File: config.mk
export PLATFORM = sky130hd
export DESIGN_NAME = bitboard_scanner
export DESIGN_NICKNAME = d
export VERILOG_FILES = /design/src/rtl/bitboard_scanner.sv
export SDC_FILE = /design/constraint.sdc
export NUM_CORES = 1
export LEC_CHECK = 0
export ABC_AREA = 1
export ABC_CLOCK_PERIOD_IN_PS = 3200
export CORE_UTILIZATION = 60
export CTS_CLUSTER_SIZE = 20
export DETAILED_ROUTE_END_ITERATION = 6
export GPL_TIMING_DRIVEN = 0
export PLACE_DENSITY_LB_ADDON = 0.15
export SLEW_MARGIN = 20
export SYNTH_ARGS = -nofsm -noshare
export SYNTH_HDL_FRONTEND = slang
export SYNTH_SLANG_ARGS = --single-unit
File: constraint.sdc
create_clock -name clk -period 3.2 [get_ports clk]
set_input_delay 0.48 -clock clk [delete_from_list [all_inputs] [get_ports clk]]
set_output_delay 0.48 -clock clk [all_outputs]
set_load 0.02 [all_outputs]
File: src/rtl/bitboard_scanner.sv
// Bitboard scanner: accepts a WIDTH-bit square mask and emits the index of each
// set bit, lowest first, over a valid/ready handshake.
module bitboard_scanner #(
    parameter int unsigned WIDTH = 64,
    parameter int unsigned IDX_W = $clog2(WIDTH)
) (
    input  logic             clk,
    input  logic             rst_n,
    input  logic             load_valid,
    output logic             load_ready,
    input  logic [WIDTH-1:0] load_mask,
    input  logic             abort,
    output logic             out_valid,
    input  logic             out_ready,
    output logic [IDX_W-1:0] out_index,
    output logic             out_last,
    output logic             done,
    output logic [IDX_W:0]   count
);

    localparam int unsigned CNT_W = IDX_W + 1;

    typedef enum logic {
        IDLE = 1'b0,
        SCAN = 1'b1
    } state_t;

    state_t           state_q, state_d;
    logic [WIDTH-1:0] remain_q, remain_d;
    logic [CNT_W-1:0] count_q, count_d;
    logic             done_q, done_d;

    logic [WIDTH-1:0] lowest;
    logic [WIDTH-1:0] rest;
    logic [WIDTH-1:0] onehot;
    logic [IDX_W-1:0] index_enc;
    logic             handover;

    // Lowest remaining set bit, and the mask with that bit cleared.
    assign lowest = remain_q & (~remain_q + WIDTH'(1));
    assign rest   = remain_q & (remain_q - WIDTH'(1));

    assign out_valid  = (state_q == SCAN) && (remain_q != '0);
    assign out_last   = out_valid && (rest == '0);
    assign onehot     = out_valid ? lowest : '0;
    assign handover   = out_valid && out_ready;
    assign load_ready = (state_q == IDLE) && !abort;

    // One-hot to binary: each index bit is the OR of all squares whose number has that bit set.
    always_comb begin
        index_enc = '0;
        for (int i = 0; i < int'(WIDTH); i++) begin
            if (onehot[i]) begin
                index_enc = index_enc | IDX_W'(i);
            end
        end
    end

    assign out_index = index_enc;
    assign done      = done_q;
    assign count     = count_q;

    // State register and scan datapath.
    always_ff @(posedge clk or negedge rst_n) begin
        if (!rst_n) begin
            state_q  <= IDLE;
            remain_q <= '0;
            count_q  <= '0;
            done_q   <= 1'b0;
        end else begin
            state_q  <= state_d;
            remain_q <= remain_d;
            count_q  <= count_d;
            done_q   <= done_d;
        end
    end

    // Next state; abort overrides load, handover and completion alike.
    always_comb begin
        state_d  = state_q;
        remain_d = remain_q;
        count_d  = count_q;
        done_d   = 1'b0;

        if (abort) begin
            state_d  = IDLE;
            remain_d = '0;
        end else begin
            case (state_q)
                IDLE: begin
                    if (load_valid && load_ready) begin
                        remain_d = load_mask;
                        count_d  = '0;
                        state_d  = SCAN;
                    end
                end
                SCAN: begin
                    if (remain_q == '0) begin
                        // Empty mask: finish immediately without emitting.
                        state_d = IDLE;
                        done_d  = 1'b1;
                    end else if (handover) begin
                        remain_d = rest;
                        count_d  = count_q + CNT_W'(1);
                        if (rest == '0) begin
                            state_d = IDLE;
                            done_d  = 1'b1;
                        end
                    end
                end
                default: begin
                    state_d  = IDLE;
                    remain_d = '0;
                end
            endcase
        end
    end

endmodule
# Yosys cells after proc, flatten, opt, wreduce, memory -nomap -nowiden
# Cells that the tools add are included.
[classes]
bitwise = 5
addsub = 3
eq_ne = 3
n_mux = 122
reduce_logical = 11
[op_table]
columns = ["operator", "count"]
rows = [
  ["two-way mux 64 bit", 13],
  ["two-way mux 6 bit", 32],
  ["bitwise AND 64 bit", 2],
  ["zero test 64 bit", 2],
  ["one-hot mux 64 bit (2 select lines)", 1],
  ["two-way mux 5 bit", 16],
  ["two-way mux 7 bit", 11],
  ["adder 64 x 1 -> 64 bit (second input constant)", 1],
  ["NOT 64 bit", 1],
  ["nonzero test 64 bit", 1],
  ["subtractor 64 x 1 -> 64 bit (second input constant)", 1],
  ["two-way mux 1 bit", 33],
  ["two-way mux 4 bit", 8],
  ["one-hot mux 7 bit (2 select lines)", 1],
  ["two-way mux 3 bit", 4],
  ["adder 7 x 1 -> 7 bit (second input constant)", 1],
  ["logical AND 1 bit", 5],
  ["two-way mux 2 bit", 2],
  ["inequality test 4 x 3 -> 1 bit (second input constant)", 1],
  ["AND reduction 4 bit", 1],
  ["inequality test 3 x 2 -> 1 bit (second input constant)", 1],
  ["inequality test 3 bit (second input constant)", 1],
  ["AND reduction 3 bit", 1],
  ["NOT 1 bit", 2],
  ["other kinds (2)", 2],
]
[word_totals]
out_inout_bits = 17
inputBits = 69
reg_bits = 73
word_cells = 148

# Logic depth before layout (Yosys ltp)
# Gate-level depths: netlist (run 1).
[depth]
word_depth = 67
depth_mapped = 16
mapped_depth_nobuf = 16

# Least setup slack after synthesis (run 1)
# Ideal clock, no wire load.
[synth_path]
path_type = "reg2out"
startpoint = "register remain_q[0]"
endpoint = "output port out_index[1]"
required_ps = 2720
path_stages_with_launch = 16
n_path_buf = 2
setup_slack_ps = 765
t_arrival_ps = 1955
path_cell_list = "dfrtp_1 > nor2_4 > nand2_4 > nor2_4 > nand3_2 > inv_2 > nand2_2 > inv_2 > nand2_2 > nand2_2 > buf_6 > inv_4 > buf_2 > o21ai_0 > nand4_1 > nand3b_1"
[synth_via]
elab_cells_between_ends = 68
cone_classes = "add/sub (1); mux (63); bitwise (2); reduce/logical (2)"
[synth_rtl]
columns = ["element", "line_no", "text"]
rows = [
  ["start, declared", "29", "logic [WIDTH-1:0] remain_q, remain_d;"],
  ["start signal, assigned", "72", "remain_q <= remain_d;"],
  ["nonzero test 64 bit *", "43", "assign out_valid = (state_q == SCAN) && (remain_q != '0);"],
  ["logical AND 1 bit *", "43", ""],
  ["net out_valid", "13", "output logic out_valid,"],
  ["two-way mux 64 bit *", "45", "assign onehot = out_valid ? lowest : '0;"],
  ["two-way mux 2 bit (2 in series)", "53", "if (onehot[i]) begin"],
  ["two-way mux 3 bit (4 in series)", "53", ""],
  ["two-way mux 4 bit (8 in series)", "53", ""],
  ["two-way mux 5 bit (16 in series)", "53", ""],
  ["two-way mux 6 bit (31 in series)", "53", ""],
  ["two-way mux 6 bit *", "53", ""],
  ["end, declared", "15", "output logic [IDX_W-1:0] out_index,"],
]
# The timed path passes the listed nets; every way through them passes the cells marked *.

# Final worst setup path (run 1)
[layout_path]
startpoint = "register remain_q[2]"
endpoint = "output port out_last"
[layout_via]
elab_chain_len = 4
elab_cells_between_ends = 6
cone_classes = "add/sub (1); bitwise (1); reduce/logical (4)"
[layout_rtl]
columns = ["element", "line_no", "text"]
rows = [
  ["subtractor 64 x 1 -> 64 bit", "41", "assign rest = remain_q & (remain_q - WIDTH'(1));"],
  ["bitwise AND 64 bit", "41", ""],
  ["zero test 64 bit", "44", "assign out_last = out_valid && (rest == '0);"],
  ["logical AND 1 bit *", "44", ""],
  ["end, declared", "16", "output logic out_last,"],
]
# Mark *: on every way between the ends. The rest lies on a longest branch, timed or not.

==> flow_metrics.env, run 1 <==
export IMPL_dieArea_um2=9740
export IMPL_cp_slowest_cell="dfrtp_1"
export IMPL_syn_avg_cell_area_um2=6.28
export IMPL_yosysMostFrequentCell="nand2_1"
export IMPL_syn_inst=893
export IMPL_crit_path_max_incr_delay_ns=0.47
export IMPL_grt_pass1_vias=6469
export IMPL_critPathKind="flip-flop to output pin"
export IMPL_ir_drop_uv=306
export IMPL_hold_path_class="input pin to async pin"
export IMPL_grt_usage_pct=42.8
export IMPL_grt_pass1_wl_mm=32.1
export IMPL_r2r_slack_ns=0.29
export IMPL_place_congestion=1.06
export IMPL_reg2reg_to="remain_q[61]$_DFFE_PN0P_"
export IMPL_r2r_start="state_q$_DFF_PN0_"
export IMPL_fin_skew_ns=0.0176
export IMPL_fin_nets=1097
export IMPL_async_flop_share_pct=100
export IMPL_core_um2=8890
export IMPL_path_max_fanout=5
export IMPL_drc=79
export IMPL_port_buffers=85
export IMPL_setup_ws_ns=-0.252
export IMPL_hpwlAfterDp_mm=15.6
export IMPL_failed_checks="design-rule violations, negative setup slack"
export IMPL_rsz0062_at_grt="yes"
export IMPL_diodes=0
export IMPL_drive_gt1_share_pct=21.8
export IMPL_cts_num_sinks=73
export IMPL_max_slew_margin_pct=46.4
export IMPL_cts_max_path_buffers=2
export IMPL_p_per_area_nw_per_um2=447
export IMPL_synthDistinctLibCells=40
export IMPL_die_h_um=98.7
export IMPL_worst_path_buf_inv=1
export IMPL_min_period_ns=3.45
export IMPL_synth_area_leaders="dfrtp_1 33%, nand2_1 18%, nor2_1 13%"
export IMPL_path_common_cell="nor2_4"
export IMPL_wl_mm=23.8
export IMPL_h_tree_depth=3
export IMPL_arrival_ns=2.97
export IMPL_cts_buffers=9
export IMPL_synth_top_cell_by_area="dfrtp_1"
export IMPL_vias=7540
export IMPL_route_detailed_wl_per_inst_um=20.9
export IMPL_cp_end_kind="output pin"
export IMPL_syn_area_um2=5610
export IMPL_fmax_mhz=290
export IMPL_ys_warn_count=0
export IMPL_seq_area_frac_synth_pct=32.6
export IMPL_firstDrtPassIters=7
export IMPL_die_w_um=98.7
export IMPL_worstPathRequired_ns=2.72
export IMPL_cts_root_buffer="clkbuf_8"
export IMPL_slew_viol_final=0
export IMPL_fillers=533
export IMPL_synth_top_cells_by_count="264 x nand2_1, 188 x nor2_1, 92 x o21ai_0, 73 x dfrtp_1, 72 x inv_1"
export IMPL_setup_violations=7
export IMPL_path_clk_slew_ns=0.09
export IMPL_cts_tree="done"
export IMPL_synthesis_nets=963
export IMPL_synth_edff_count=0
export IMPL_post_route_period_util_pct=108
export IMPL_grt_ovfl_total=0
export IMPL_grt_antenna_before_repair=0
export IMPL_power_mw=3.41
export IMPL_grt_max_degree=38
export IMPL_critPathTopFamily="simple AND/OR/NAND/NOR gates"
export IMPL_ant_nets=0
export IMPL_maxCapViolations=0
export IMPL_hold_viol_final=0
export IMPL_power_leakage_nw=3.52
export IMPL_first_iter_violations=1273
export IMPL_ioPinCount=86
export IMPL_syn2layout_area_growth_pct=35.9
export IMPL_yosysTopAreaCellShare_pct=32.6
export IMPL_clkLatencyLatePin_ns=0.39
export IMPL_holdBufCountCts=0
export IMPL_startpoint_type="flip-flop"
export IMPL_ys_ff_latch=73
export IMPL_placed_cells=1087
export IMPL_worst_pin_slew_ns=0.801
export IMPL_synthFlopType="dfrtp_1"
export IMPL_path_cells="nor2_4, nand2_4, nor2_4, nand3_2, o21ai_1, nand2_1, nor2_1, nand2_1, nor2_4, nand3_2, nor2_2, buf_6"
export IMPL_stdcell_count=1140
export IMPL_outcome="complete, but fails checks"
export IMPL_viasPerCell=6.61
export IMPL_ff2ff_path_depth=8
export IMPL_initial_core_util_pct=63.1
export IMPL_rows=34
## flip-flops by register name, indices dropped and copies added, names as in the netlist
| name | count |
|---|---|
| state_q | 1 |
| done | 1 |
| count | 7 |
| remain_q | 64 |
## area by class of cell
| type | instances | area, µm² | share of cell area [%] |
|---|---|---|---|
| flip-flops and latches | 73 | 1860 | 24.4 |
| multi-input cells | 722 | 3810 | 49.9 |
| plain buffers | 22 | 121 | 1.59 |
| clock buffers | 9 | 124 | 1.62 |
| well taps | 108 | 135 | 1.77 |
| clock inverters | 7 | 101 | 1.33 |
| inverters | 76 | 295 | 3.87 |
| repair buffers | 123 | 1180 | 15.5 |
## report_power, final
group	internal, mW	total [mW]	switching, mW	leakage, nW
Sequential	0.996	1.13	0.131	0.942
Combinational	0.485	1.40	0.915	2.47
Clock	0.448	0.880	0.432	0.107
Total	1.93	3.41	1.48	3.52
## worst max-delay path by stage
stage,from,endpoint,slack (ns),depth (start not counted)
global route,remain_q[0]$_DFFE_PN0P_,out_last,-0.30,12
finish,remain_q[2]$_DFFE_PN0P_,out_last,-0.25,12
CTS,remain_q[1]$_DFFE_PN0P_,out_last,-0.04,14
detailed placement,remain_q[20]$_DFFE_PN0P_,out_last,-0.22,14
floorplan,remain_q[0]$_DFFE_PN0P_,out_index[1],0.77,15
global placement,rst_n,remain_q[6]$_DFFE_PN0P_,-0.73,1
## logic make-up after synthesis
group                      after synthesis  synth area share [%]
muxes                                    1                 0.201
adders and majority gates                1                 0.223
and+or+nand+nor                        538                  40.0
DFF                                     73                  32.6
xor gates and xnor gates                 2                 0.312
buffers and inverters                   98                  7.18
AOI/OAI and AO/OA                      180                  19.5
## per-layer routing
metal	vias up	GRT usage (%)	part of all wire, %
met1	3320	55.3	34
met4	0	27.7	9.4
met2	744	67.8	43
met3	249	5.89	14
li1	3227	-	-
met5	-	0	0
## worst register-to-register path, cell delays in order, from the launching register on
cell	delay (ns)
dfrtp_1	0.37
buf_2	0.18
nor2_1	0.64
inv_1	0.10
nor2_1	0.62
buf_2	0.38
buf_2	0.31
a22oi_1	0.13
o21ai_0	0.09
## layout by cell type, fill, tap and decap left out, drive strengths merged, types with 4 or more instances in the layout
master           n
nand2          273
nor2           203
o21ai           96
inv             79
clkdlybuf4s50   77
dfrtp           73
a22oi           58
buf             58
nand3           32
nand4           18
clkbuf          18
a21oi           12
nor3             5
o211ai           4
nand3b           4
## metrics by stage
step	util, %	instance area [µm²]	hold WS, ns	TNS [ns]	worst slack [ns]
floorplan	-	5610	0.184	0	0.765
global placement	74.2	6600	0.521	-53.41	-0.734
detailed placement	74.4	6620	0.469	-0.276	-0.218
CTS	78.6	6990	0.0716	-0.0356	-0.0356
global route	85.8	7630	0.0955	-1.05	-0.300
finish	85.8	7630	0.0591	-0.594	-0.252
## repair_timing
action	in CTS	in global routing
pin swaps	5	36
gates resized for setup	64	143
buffers inserted	9	27
setup endpoints to repair	8	8
cloned	0	1
(Power assumes the default switching activity.)
==> run 2: changes to the inputs <==
--- a/config.mk
+++ b/config.mk
@@ -7,9 +7,10 @@
 export LEC_CHECK = 0
 export ABC_AREA = 1
 export ABC_CLOCK_PERIOD_IN_PS = 3200
-export CORE_UTILIZATION = 60
+export CORE_UTILIZATION = 65
 export CTS_CLUSTER_SIZE = 20
 export DETAILED_ROUTE_END_ITERATION = 6
+export DONT_BUFFER_PORTS = 1
 export GPL_TIMING_DRIVEN = 0
 export PLACE_DENSITY_LB_ADDON = 0.15
 export SLEW_MARGIN = 20
==> run 2 against run 1 <==
The flow now finishes without violations. Clock power decreased by 16%. Non-clock buffer count decreased by 112. Via count shrank 12%. Worst setup slack improved by 0.26 ns. Global-route usage up 0.75 points. Die area is 7.5% lower. Wire length shrank 17%. Sequential share of layout area grew 4.7 points. Maximum frequency rose by 8.1%. Critical path depth increased by 1. Critical path type unchanged. Largest power group is now sequential cells.
==> flow_metrics.env, run 2 (synthesis results as in run 1) <==
export IMPL_hpwlAfterDp_mm=15.2
export IMPL_die_h_um=94.9
export IMPL_initial_core_util_pct=67.6
export IMPL_post_route_period_util_pct=99.8
export IMPL_rows=33
export IMPL_route_detailed_wl_per_inst_um=19.2
export IMPL_pre_cts_ws_ns=0.0736
export IMPL_arrival_ns=2.71
export IMPL_cts_tree="done"
export IMPL_ioPinCount=86
export IMPL_placed_cells=998
export IMPL_outcome="finished, final reports clean"
export IMPL_power_leakage_nw=3.03
export IMPL_rsz0062_at_grt="yes"
export IMPL_h_tree_depth=3
export IMPL_layout_common_cells="251 x nand2_1, 156 x nor2_1, 85 x o21ai_0"
export IMPL_largest_register="remain_q"
export IMPL_fin_nets=985
export IMPL_slew_viol_final=0
export IMPL_ir_drop_uv=333
export IMPL_grt_pass1_wl_mm=29.4
export IMPL_grt_ovfl_total=0
export IMPL_grt_antenna_before_repair=0
export IMPL_setup_violations=0
export IMPL_seq_power_share_pct=37.8
export IMPL_max_slew_margin_pct=35.2
export IMPL_final_common_cell="nand2_1"
export IMPL_cts_num_sinks=73
export IMPL_hold_viol_final=0
export IMPL_firstDrtPassIters=6
export IMPL_diodes=0
export IMPL_vias=6615
export IMPL_p_per_area_nw_per_um2=461
export IMPL_place_area_um2=5740
export IMPL_r2r_start="state_q$_DFF_PN0_"
export IMPL_clkLatencyLatePin_ns=0.36
export IMPL_cts_root_buffer="clkbuf_8"
export IMPL_regArea_um2=1840
export IMPL_power_mw=2.93
export IMPL_place_congestion=1.11
export IMPL_grt_max_degree=74
export IMPL_ff2ff_path_depth=8
export IMPL_largest_register_ffs=64
export IMPL_path_max_fanout=6
export IMPL_worstPathRequired_ns=2.72
export IMPL_grt_usage_pct=43.5
export IMPL_clkPwrFrac_pct=25.3
export IMPL_hold_path_class="input pin to async pin"
export IMPL_viasPerCell=6.45
export IMPL_drive_gt1_share_pct=15.8
export IMPL_syn2layout_area_growth_pct=13.1
export IMPL_first_iter_violations=825
export IMPL_min_period_ns=3.19
export IMPL_path_clk_slew_ns=0.08
export IMPL_worst_pin_slew_ns=0.969
export IMPL_design_area_um2=6350
export IMPL_maxCapViolations=0
export IMPL_cp_end_kind="output pin"
export IMPL_crit_start="remain_q[1]$_DFFE_PN0P_"
export IMPL_startpoint_type="flip-flop"
export IMPL_switching_share_pct=42.8
export IMPL_ant_nets=0
export IMPL_power_internal_mw=1.67
export IMPL_fin_skew_ns=0.0118
export IMPL_cts_max_path_buffers=2
export IMPL_core_um2=8300
export IMPL_port_buffers=0
export IMPL_stdcell_count=1025
export IMPL_dieArea_um2=9010
export IMPL_drc=0
export IMPL_fmax_mhz=313
export IMPL_die_w_um=94.9
export IMPL_wl_mm=19.7
export IMPL_multiInputGateArea_um2=3640
export IMPL_cts_buffers=9
export IMPL_setup_ws_ns=0.00736
export IMPL_p_switching_mw=1.25
export IMPL_critPathKind="flip-flop to output pin"
export IMPL_fillers=693
export IMPL_pwr_share_comb_pct=36.9
export IMPL_grt_pass1_vias=6098
-- run 2: cell count changes in the layout (fill, tap and decap cells not counted), moves of 4 or more --
cell             change
dfrtp_2             -12
nor2_4               -8
nor2_2              -19
nor2_1              +27
o21ai_0              +6
o21ai_1              -4
clkdlybuf4s50_1     -77
buf_4               -26
dfrtp_1             +12
buf_6                -9
nand2_1              +4
-- run 2: per-stage QoR --
step	utilization (%)	hold WS, ns	setup TNS [ns]
floorplan	-	0.184	0
global placement	69.2	0.186	0
detailed placement	69.2	0.186	0
CTS	72.7	0.0146	0
global route	76.5	0.0247	-0.246
finish	76.5	0.00983	0
-- run 2: cell type report --
| class | count | area share [%] |
|---|---|---|
| multi-input combinational | 722 | 57.4 |
| sequential | 73 | 29.1 |
| inverter | 76 | 4.53 |
| tap | 105 | 2.07 |
| buffer | 22 | 2.03 |
| clock buffer | 9 | 1.95 |
| timing repair buffer | 11 | 1.81 |
| clock inverter | 7 | 1.10 |
-- run 2: power by group through the flow --
stage	sequential, mW	clock, mW	combinational (mW)
global route	1.11	0.781	1.18
global placement	1.11	0	0.891
detailed placement	1.11	0	0.904
CTS	1.09	0.742	0.945
finish	1.11	0.741	1.08
floorplan	1.08	0	0.691
-- run 2: path summary, 6_finish.rpt --
kind                                            end  slack [ns]
max                                        out_last       0.007
min                        remain_q[47]$_DFFE_PN0P_        0.01
max reg2reg                remain_q[60]$_DFFE_PN0P_        0.29
min reg2reg                 remain_q[1]$_DFFE_PN0P_        0.58
max in group asynchronous  remain_q[29]$_DFFE_PN0P_        2.88
min in group clk            remain_q[0]$_DFFE_PN0P_        0.26
-- run 2: worst max-delay path, stage by stage (launching register included) --
cell,delay (ns)
dfrtp_2,0.45
nor2_4,0.22
nand2_4,0.12
nor2_4,0.23
nand2_4,0.11
nor2_4,0.26
nand2_1,0.14
nand2_1,0.11
nand2_1,0.07
inv_1,0.05
nand3_1,0.09
nor2_2,0.17
nand3_2,0.12
nor2_4,0.19
-- run 2: what timing repair did --
item / in CTS / in global routing
buffers inserted: 3 / 7
hold endpoints to repair: 73 / 0
pin swaps: 2 / 19
hold buffers: 1 / 0
endpoints found under the setup margin: 4 / 6
resized for setup: 13 / 89
-- run 2: routing by layer --
| metal | GRT usage [%] | routed length, µm | part of all wire, % |
|---|---|---|---|
| met2 | 70.7 | 8850 | 45 |
| met4 | 23.9 | 1370 | 6.9 |
| met1 | 53.8 | 7400 | 38 |
| met3 | 8.94 | 2110 | 11 |
| met5 | 0 | 0 | 0 |
==> run 3: changes to the inputs <==
--- a/config.mk
+++ b/config.mk
@@ -11,9 +11,11 @@
 export CTS_CLUSTER_SIZE = 20
 export DETAILED_ROUTE_END_ITERATION = 6
 export DONT_BUFFER_PORTS = 1
+export GPL_ROUTABILITY_DRIVEN = 0
 export GPL_TIMING_DRIVEN = 0
 export PLACE_DENSITY_LB_ADDON = 0.15
 export SLEW_MARGIN = 20
 export SYNTH_ARGS = -nofsm -noshare
 export SYNTH_HDL_FRONTEND = slang
 export SYNTH_SLANG_ARGS = --single-unit
+export TNS_END_PERCENT = 5
==> run 3 against run 2 <==
The run now ends with design-rule violations, negative hold slack, negative setup slack left. Final area grew 3.2%. Sequential cell count is the same. Sequential share of layout area shrank 0.91 points. Clock power grew 25%. Critical endpoint is now out_index[4]. Clock skew grew 0.0051 ns. Die area is the same. Critical path type unchanged. Highest routed layer unchanged. Clock-buffer cell count grew 1. Combinational power grew 5%. Largest power group is now combinational cells. Cell count grew 0.59%. Worst setup slack lost 0.083 ns. Non-clock buffer count grew 6. Sequential power is essentially flat.
==> flow_metrics.env, run 3 (synthesis results as in run 1) <==
export IMPL_outcome="complete, but fails checks"
export IMPL_failed_checks="design-rule violations, negative hold slack, negative setup slack"
export IMPL_initial_core_util_pct=67.6
export IMPL_firstDrtPassIters=7
export IMPL_worst_path_buf_inv=5
export IMPL_syn2layout_area_growth_pct=16.7
export IMPL_grt_max_degree=74
export IMPL_diodes=0
export IMPL_dieArea_um2=9010
export IMPL_critPathTopFamily="simple AND/OR/NAND/NOR gates"
export IMPL_path_common_cell="nand2_4"
export IMPL_h_tree_depth=3
export IMPL_hold_viol_final=15
export IMPL_min_period_ns=3.28
export IMPL_cts_tree="done"
export IMPL_post_route_period_util_pct=102
export IMPL_port_buffers=0
export IMPL_path_cells="nor2_4, nand2_4, nor2_4, nand3_2, inv_2, nand2_2, inv_2, nand2_4, nand2_4, buf_8, inv_8, clkbuf_16, nand4_1, nand3b_1, nor2_1, nand3_4"
export IMPL_fin_nets=991
export IMPL_ant_nets=0
export IMPL_drive_gt1_share_pct=17.2
export IMPL_p_per_area_nw_per_um2=484
export IMPL_setup_ws_ns=-0.0755
export IMPL_layout_common_cells="254 x nand2_1, 146 x nor2_1, 85 x o21ai_0"
export IMPL_worst_hold_slack_ns=-0.0141
export IMPL_power_mw=3.17
export IMPL_max_slew_margin_pct=32.6
export IMPL_largest_register="remain_q"
export IMPL_cts_buffers=9
export IMPL_worstPathRequired_ns=2.72
export IMPL_power_leakage_nw=3.12
export IMPL_grt_antenna_before_repair=0
export IMPL_grt_pass1_wl_mm=29.5
export IMPL_rsz0062_at_grt="yes"
export IMPL_slew_viol_final=0
export IMPL_fin_skew_ns=0.0169
export IMPL_cp_slowest_cell="dfrtp_2"
export IMPL_clkLatencyLatePin_ns=0.37
export IMPL_arrival_ns=2.80
export IMPL_placed_cells=998
export IMPL_hpwlAfterDp_mm=14.3
export IMPL_viasPerCell=6.73
export IMPL_fillers=590
export IMPL_crit_path_max_incr_delay_ns=0.44
export IMPL_first_iter_violations=861
export IMPL_drc=8
export IMPL_worst_pin_slew_ns=1.01
export IMPL_place_area_um2=5740
export IMPL_cp_end_kind="output pin"
export IMPL_cts_num_sinks=73
export IMPL_startpoint_type="flip-flop"
export IMPL_maxCapViolations=0
export IMPL_design_area_um2=6550
export IMPL_wl_mm=20.4
export IMPL_final_common_cell="nand2_1"
export IMPL_stdcell_count=1031
export IMPL_grt_usage_pct=43.2
export IMPL_grt_pass1_vias=6138
export IMPL_hold_path_class="input pin to async pin"
export IMPL_critPathKind="flip-flop to output pin"
export IMPL_die_h_um=94.9
export IMPL_setup_violations=4
export IMPL_worst_path_stages=16
export IMPL_rows=33
export IMPL_vias=6942
export IMPL_largest_register_ffs=64
export IMPL_cts_max_path_buffers=2
export IMPL_route_detailed_wl_per_inst_um=19.8
export IMPL_die_w_um=94.9
export IMPL_path_max_fanout=7
export IMPL_grt_ovfl_total=0
export IMPL_ir_drop_uv=275
export IMPL_ff2ff_path_depth=8
export IMPL_ioPinCount=86
export IMPL_path_clk_slew_ns=0.10
export IMPL_fmax_mhz=305
export IMPL_core_um2=8300
export IMPL_cts_root_buffer="clkbuf_8"
[run 3: final timing paths]
check,startpoint,endpoint,slack (ns)
setup / recovery,remain_q[1]$_DFFE_PN0P_,out_index[4],-0.08
hold / removal,rst_n,count[4]$_DFFE_PN0P_,-0.01
setup reg to reg,state_q$_DFF_PN0_,remain_q[61]$_DFFE_PN0P_,0.21
hold reg to reg,remain_q[51]$_DFFE_PN0P_,remain_q[51]$_DFFE_PN0P_,0.60
max in group asynchronous,rst_n,remain_q[12]$_DFFE_PN0P_,2.89
min in group clk,load_mask[29],remain_q[29]$_DFFE_PN0P_,0.26
[run 3: per-layer routing]
| layer | vias to the layer above | GRT usage (%) | part of all wire [%] |
|---|---|---|---|
| met4 | 0 | 29.7 | 9.1 |
| met3 | 209 | 12.5 | 13 |
| met2 | 620 | 65.6 | 43 |
| li1 | 3018 | - | - |
| met5 | - | 0 | 0 |
| met1 | 3095 | 52.6 | 35 |
[run 3: final cells by class]
type | instances | area, µm² | share of cell area [%]
Clock inverter | 6 | 116 | 1.78
Sequential cell | 73 | 1840 | 28.2
Buffer | 22 | 133 | 2.03
Clock buffer | 10 | 128 | 1.95
Tap cell | 105 | 131 | 2.01
Timing Repair Buffer | 17 | 208 | 3.17
Inverter | 76 | 293 | 4.47
Multi-Input combinational cell | 722 | 3690 | 56.4
[run 3: metrics by stage]
step	TNS [ns]	worst slack (ns)	hold WS, ns	util [%]
after floorplan	0	0.765	0.184	-
after global placement	0	0.206	0.187	69.2
after detailed placement	0	0.205	0.186	69.2
after CTS	0	0.00207	0.0122	72.7
after global routing	-0.714	-0.227	0.0133	78.9
final	-0.103	-0.0755	-0.0141	78.9
[run 3: timing repair]
| item | 4_1_cts | 5_1_grt |
|---|---|---|
| pin swaps | 1 | 20 |
| resized for setup | 5 | 113 |
| cloned | 0 | 2 |
| hold buffers | 1 | 0 |
| endpoints found under the hold margin | 73 | 0 |
| buffers inserted | 0 | 14 |
| setup endpoints to repair | 1 | 6 |
[run 3: power by group]
part | leakage [nW] | internal [mW] | switching, mW
Clock | 0.121 | 0.523 | 0.401
Sequential | 0.962 | 0.993 | 0.122
Combinational | 2.03 | 0.344 | 0.787
